<file path="config.mk">
export PLATFORM = sky130hd
export DESIGN_NAME = ultra_range_tx_flat
export DESIGN_NICKNAME = d
export VERILOG_FILES = /design/src/rtl/ultra_pkg.sv /design/src/rtl/ultra_range_tx_if.sv /design/src/rtl/ultra_bcd8.sv /design/src/rtl/ultra_range_tx.sv /design/src/flat_wrapper.sv
export SDC_FILE = /design/constraint.sdc
export NUM_CORES = 1
export LEC_CHECK = 0
export CAP_MARGIN = 10
export CORE_UTILIZATION = 53
export CTS_CLUSTER_DIAMETER = 30
export DETAILED_ROUTE_END_ITERATION = 6
export PLACE_DENSITY = 0.76
export SYNTH_ARGS = -nofsm -noshare
export SYNTH_HDL_FRONTEND = slang
export SYNTH_HIERARCHICAL = 1
export SYNTH_SLANG_ARGS = --single-unit
</file>
<file path="constraint.sdc">
create_clock -name clk -period 1.7 [get_ports clk]
set_input_delay 0.255 -clock clk [delete_from_list [all_inputs] [get_ports clk]]
set_output_delay 0.255 -clock clk [all_outputs]
set_load 0.05 [all_outputs]
</file>
<file path="src/rtl/ultra_pkg.sv">
// Shared constants, state encoding and frame-byte helper for the ultrasonic
// range-report transmitter.
package ultra_pkg;

    localparam logic [7:0] ASCII_R    = 8'h52;
    localparam logic [7:0] ASCII_CR   = 8'h0D;
    localparam logic [7:0] ASCII_ZERO = 8'h30;
    localparam int         FRAME_BYTES = 5;

    typedef enum logic [1:0] {IDLE, START, DATA, STOP} tx_state_t;

    typedef struct packed {
        tx_state_t  state;
        logic [2:0] byte_idx;
        logic [2:0] bit_idx;
        logic       bcd_valid;
    } tx_dbg_t;

    // Frame layout: 'R', hundreds, tens, ones, CR.
    function automatic logic [7:0] frame_byte(input logic [2:0] idx,
                                              input logic [3:0] hund,
                                              input logic [3:0] tens,
                                              input logic [3:0] ones);
        case (idx)
            3'd0:    frame_byte = ASCII_R;
            3'd1:    frame_byte = ASCII_ZERO + {4'h0, hund};
            3'd2:    frame_byte = ASCII_ZERO + {4'h0, tens};
            3'd3:    frame_byte = ASCII_ZERO + {4'h0, ones};
            default: frame_byte = ASCII_CR;
        endcase
    endfunction

endpackage

</file>
<file path="src/rtl/ultra_range_tx_if.sv">
// Request/status bundle between a frame requester and the range transmitter.
interface ultra_range_tx_if;
    // start is a one-edge request: it is taken on a rising clk edge only while
    // busy=0, and range is captured on that same edge; requests while busy=1 are dropped.
    logic       start;
    logic [7:0] range;
    logic       busy;
    logic       done;
    logic       txd;

    modport master (output start, range, input busy, done, txd);
    modport slave  (input start, range, output busy, done, txd);
endinterface

</file>
<file path="src/rtl/ultra_bcd8.sv">
// Sequential 8-bit binary to 3-digit BCD converter (shift-and-add-3),
// result valid 8 cycles after load.
module ultra_bcd8 (
    input  logic       clk,
    input  logic       reset,
    input  logic       load,
    input  logic [7:0] bin,
    output logic [3:0] hund,
    output logic [3:0] tens,
    output logic [3:0] ones,
    output logic       valid
);

    logic [7:0]  bin_sh;
    logic [11:0] bcd;
    logic [2:0]  cnt;
    logic        run;
    logic [3:0]  tens_adj;
    logic [3:0]  ones_adj;
    logic [11:0] bcd_n;

    // Hundreds can never exceed 2 for an 8-bit input, so it never needs the add-3 step.
    always_comb begin
        tens_adj = (bcd[7:4] >= 4'd5) ? bcd[7:4] + 4'd3 : bcd[7:4];
        ones_adj = (bcd[3:0] >= 4'd5) ? bcd[3:0] + 4'd3 : bcd[3:0];
        bcd_n    = {bcd[10:8], tens_adj, ones_adj, bin_sh[7]};
    end

    always_ff @(posedge clk or negedge reset) begin
        if (!reset) begin
            bin_sh <= '0;
            bcd    <= '0;
            cnt    <= '0;
            run    <= 1'b0;
            valid  <= 1'b0;
        end else if (load) begin
            bin_sh <= bin;
            bcd    <= '0;
            cnt    <= '0;
            run    <= 1'b1;
            valid  <= 1'b0;
        end else if (run) begin
            bcd    <= bcd_n;
            bin_sh <= {bin_sh[6:0], 1'b0};
            cnt    <= cnt + 3'd1;
            if (cnt == 3'd7) begin
                run   <= 1'b0;
                valid <= 1'b1;
            end
        end
    end

    assign hund = bcd[11:8];
    assign tens = bcd[7:4];
    assign ones = bcd[3:0];

endmodule

</file>
<file path="src/rtl/ultra_range_tx.sv">
// UART 8N1 transmitter sending "R<hundreds><tens><ones>\r" for an 8-bit range,
// emulating the ultrasonic sensor output.
module ultra_range_tx
    import ultra_pkg::*;
#(
    parameter int CLKS_PER_BIT = 10417
) (
    input  logic             clk,
    input  logic             reset,
    ultra_range_tx_if.slave  tx,
    output tx_dbg_t          dbg
);

    localparam int             BW        = (CLKS_PER_BIT > 1) ? $clog2(CLKS_PER_BIT) : 1;
    localparam logic [BW-1:0]  BAUD_LAST = BW'(CLKS_PER_BIT - 1);
    localparam logic [2:0]     LAST_BYTE = 3'(FRAME_BYTES - 1);

    tx_state_t     state, state_n;
    logic [BW-1:0] baud_cnt, baud_n;
    logic [2:0]    bit_idx, bit_n;
    logic [2:0]    byte_idx, byte_n, next_byte;
    logic [7:0]    shift_q, shift_n;
    logic          txd_q, txd_n;
    logic          done_q, done_n;
    logic          bcd_load, bcd_valid, baud_last;
    logic [3:0]    hund, tens, ones;

    ultra_bcd8 u_bcd (
        .clk   (clk),
        .reset (reset),
        .load  (bcd_load),
        .bin   (tx.range),
        .hund  (hund),
        .tens  (tens),
        .ones  (ones),
        .valid (bcd_valid)
    );

    assign baud_last = (baud_cnt == BAUD_LAST);
    assign next_byte = byte_idx + 3'd1;

    always_ff @(posedge clk or negedge reset) begin
        if (!reset) begin
            state    <= IDLE;
            baud_cnt <= '0;
            bit_idx  <= '0;
            byte_idx <= '0;
            shift_q  <= '0;
            txd_q    <= 1'b1;
            done_q   <= 1'b0;
        end else begin
            state    <= state_n;
            baud_cnt <= baud_n;
            bit_idx  <= bit_n;
            byte_idx <= byte_n;
            shift_q  <= shift_n;
            txd_q    <= txd_n;
            done_q   <= done_n;
        end
    end

    // txd_n is the line level for the bit that begins on the next edge.
    always_comb begin
        state_n  = state;
        baud_n   = baud_cnt;
        bit_n    = bit_idx;
        byte_n   = byte_idx;
        shift_n  = shift_q;
        txd_n    = txd_q;
        done_n   = 1'b0;
        bcd_load = 1'b0;
        case (state)
            IDLE: begin
                txd_n = 1'b1;
                if (tx.start) begin
                    state_n  = START;
                    baud_n   = '0;
                    bit_n    = '0;
                    byte_n   = '0;
                    shift_n  = ASCII_R;
                    txd_n    = 1'b0;
                    bcd_load = 1'b1;
                end
            end
            START: begin
                if (baud_last) begin
                    baud_n  = '0;
                    bit_n   = '0;
                    state_n = DATA;
                    txd_n   = shift_q[0];
                end else begin
                    baud_n = baud_cnt + BW'(1);
                end
            end
            DATA: begin
                if (baud_last) begin
                    baud_n = '0;
                    if (bit_idx == 3'd7) begin
                        state_n = STOP;
                        txd_n   = 1'b1;
                    end else begin
                        bit_n   = bit_idx + 3'd1;
                        shift_n = {1'b0, shift_q[7:1]};
                        txd_n   = shift_q[1];
                    end
                end else begin
                    baud_n = baud_cnt + BW'(1);
                end
            end
            STOP: begin
                if (baud_last) begin
                    baud_n = '0;
                    if (byte_idx == LAST_BYTE) begin
                        state_n = IDLE;
                        done_n  = 1'b1;
                        txd_n   = 1'b1;
                    end else begin
                        state_n = START;
                        byte_n  = next_byte;
                        shift_n = frame_byte(next_byte, hund, tens, ones);
                        txd_n   = 1'b0;
                    end
                end else begin
                    baud_n = baud_cnt + BW'(1);
                end
            end
            default: state_n = IDLE;
        endcase
    end

    assign tx.busy = (state != IDLE);
    assign tx.done = done_q;
    assign tx.txd  = txd_q;

    assign dbg = '{state: state, byte_idx: byte_idx, bit_idx: bit_idx, bcd_valid: bcd_valid};

endmodule

</file>
<file path="src/flat_wrapper.sv">
// flat-port wrapper written by rule: the top's interface ports become plain ports
module ultra_range_tx_flat import ultra_pkg::*;
#(
    parameter int CLKS_PER_BIT = 10417
)
  (clk, reset, dbg, tx_start, tx_range, tx_busy, tx_done, tx_txd);
  ultra_range_tx_if tx_i ();
  input  logic clk;
  input  logic reset;
  output tx_dbg_t dbg;
  input wire logic [$bits(tx_i.start)-1:0] tx_start;
  input wire logic [$bits(tx_i.range)-1:0] tx_range;
  output wire logic [$bits(tx_i.busy)-1:0] tx_busy;
  output wire logic [$bits(tx_i.done)-1:0] tx_done;
  output wire logic [$bits(tx_i.txd)-1:0] tx_txd;
  assign tx_i.start = tx_start;
  assign tx_i.range = tx_range;
  assign tx_busy = tx_i.busy;
  assign tx_done = tx_i.done;
  assign tx_txd = tx_i.txd;
  ultra_range_tx #(.CLKS_PER_BIT(CLKS_PER_BIT)) u_core (.clk(clk), .reset(reset), .tx(tx_i), .dbg(dbg));
endmodule
</file>
==> results.ini <==
[global_routing]
gr-total-overflow=0
grt_max_degree=43
grt_pass1_wl_mm=12.0
antenna_found_initial=0
grt_usage=0.235
grt_pass1_vias=2685

[logic_synthesis]
netlist_instances=331
synth_nets=363
synth.distinct_cells=58
syn_area_mm2=0.00331
ys_dominant_reg_cell=dfrtp_1
synth_largest_area_cell=dfrtp_1
yosys-top-cells-area=dfrtp_1 42%, ha_1 7.9%, mux2i_1 4.2%
synth_edf_count=0
async_flop_share=1.00
ys_warn_count=6
ys_seq_area_frac=0.423
synth_seq_cells=56
yosys.area.top_type_share=0.416
syn_area_per_cell_um2=10.0

[layout]
utilization=0.722
num_antenna_cells=0
drive_gt1_frac=0.356
fin_cells=482
layout_commonest_cell=buf_4
syn_to_final_growth_pct=30.5
most-common-layout-cells=64 x buf_4, 49 x dfrtp_1, 26 x nand2_1, 17 x nor2_1, 15 x inv_1
nNetsFinal=438

[flow_run]
maxCapViolCount=0

[power_and_ir_drop]
ir_drop_uv=304
total_power_mw=2.15
power_leakage_nw=1.79
p_per_area_mw_per_mm2=498

[die]
die_h_um=81.1
core_area_mm2=0.00599
dieWidth_um=81.1
rows=28
dieArea_mm2=0.00657
ios=23
initial_utilization=0.553

[sta]
period_minus_slack_ps=1810
skew_ps=7.96
maxSlewHeadroom=0.713
tns_ps=-697
rsz0062_at_grt=yes
finalMaxSlewViolations=0
hold_viol_final=0
setup_viol_count_final=11
max_freq_ghz=0.553
min_period_over_period=1.06
worstMarginPinSlew_ps=427
timing.final.ws_setup_ps=-108

[setup_path]
cp-end-kind=flip-flop
crit_fanout=7
worstPathRequired_ps=1900
arrival_ps=2010
setup.worst_path.start_class=flip-flop
crit_type=flip-flop to flip-flop

[cts]
cts.sinks=56
cts_tree=built
path_clk_slew_ps=110
ctsLongestPathBuffers=2
numCtsBuffers=5
clock_latency_ps=310
cts_root_buffer=clkbuf_8
cts_htree_levels=2

[outcome]
outcome=finished with violations
failed_checks=setup timing

[placement]
port_buffers=22
post-place-ws_ps=-86.1
place_congestion=0.770
dpl.cell_count=465
hpwl_mm=5.22

[routing]
firstDrtPassIters=4
avgViaCountPerCell=5.71
routed_wl_mm=7.53
drtAntennaViolNets=0
drc=0
drt_iter0_drc=97
wl_per_cell_um=15.6
vias=2753

[hold_path]
hold_path.class=primary input to asynchronous set/reset pin

## path summary, 6_finish.rpt
| path | start | endpoint | slack, ps | depth (start not counted) |
|---|---|---|---|---|
| min in group clk | tx_range[5] | u_core/u_bcd/bin_sh[5]$_DFFE_PN0P_ | 480 | 3 |
| setup reg to reg | u_core/baud_cnt[12]$_DFFE_PN0P_ | u_core/shift_q[3]$_DFFE_PN0P_ | -110 | 5 |
| hold / removal | reset | u_core/u_bcd/bcd[8]$_DFFE_PN0P_ | 370 | 2 |
| setup / recovery | u_core/baud_cnt[12]$_DFFE_PN0P_ | u_core/shift_q[3]$_DFFE_PN0P_ | -110 | 5 |
| max in group asynchronous | reset | u_core/tx.txd$_DFFE_PN1P_ | 730 | 3 |
| hold reg to reg | u_core/shift_q[3]$_DFFE_PN0P_ | u_core/shift_q[3]$_DFFE_PN0P_ | 530 | 1 |
## cells by family (layout without fill, tap and decap cells)
| group | count (synthesis) | in the layout | synth area share |
|---|---|---|---|
| adders and majority gates | 21 | 21 | 0.0793 |
| buffers and inverters | 37 | 113 | 0.0665 |
| xor gates and xnor gates | 4 | 4 | 0.0106 |
| muxes | 22 | 22 | 0.0763 |
| DFF | 56 | 56 | 0.423 |
| AOI/OAI and AO/OA | 84 | 84 | 0.168 |
| and+or+nand+nor | 107 | 107 | 0.176 |
## worst max-delay path, cell delays in order (launching register included)
cell      delay (ps)
dfrtp_1          420
nor4_4           330
and4_4           280
o2111a_1         230
buf_12           140
mux2_4           300
## state kept, by name (all words and copies together) (netlist names)
name                 cells
u_core/u_bcd/bcd        12
u_core/tx.done           1
u_core/u_bcd/valid       1
u_core/u_bcd/cnt         3
u_core/byte_idx          3
u_core/state             2
u_core/bit_idx           3
u_core/u_bcd/run         1
u_core/shift_q           7
u_core/tx.txd            1
u_core/u_bcd/bin_sh      8
u_core/baud_cnt         14
## routing by layer
metal / track usage / up-vias / routed length [um]
li1: - / 1347 / -
met1: 0.290 / 1354 / 3420
met2: 0.415 / 39 / 3840
met3: 0.0348 / 13 / 165
met4: 0.0857 / 0 / 104
met5: 0 / - / 0
## synth_stat cells, types with 4 or more instances
cell / n
inv_1: 21
mux2i_1: 14
a21oi_1: 19
o21ai_0: 13
a222oi_1: 4
nand4_1: 8
dfrtp_1: 55
nand3_1: 13
nor2b_1: 5
clkbuf_1: 5
o21ai_1: 10
nor2_1: 18
ha_1: 21
o211ai_1: 12
and2_1: 4
nand2_1: 26
nor3_1: 6
nand2b_1: 6
mux2_4: 6
or3_1: 6
## per-stage QoR
step / hold WS (ps) / cell area [um2]
CTS: 373 / 4160
global placement: 187 / 4030
global route: 405 / 4320
detailed placement: 189 / 4030
floorplan: -40.6 / 3430
finish: 370 / 4320
## layout make-up
class                   count  area (um2)
multi-input cells         238        1910
fillers                   441        1670
flip-flops and latches     56        1410
repair buffers             84         731
well taps                  75        93.8
inverters                  21        86.3
clock buffers               5        68.8
clock inverters             3        25.0
## where the power goes
part           internal (mW)  switching (mW)
registers               1.33               0
logic                 0.0258          0.0289
clock network          0.302           0.465
total                   1.66           0.494
## timing repair
action                                 CTS  global route
resized for setup                        1            33
setup endpoints to repair               15            27
gates cloned                             0             1
pin swaps                                3            14
setup buffers                            2             5
endpoints found under the hold margin   14             0
hold buffers                             1             0
Note: power is estimated with default switching activity, not from simulation.
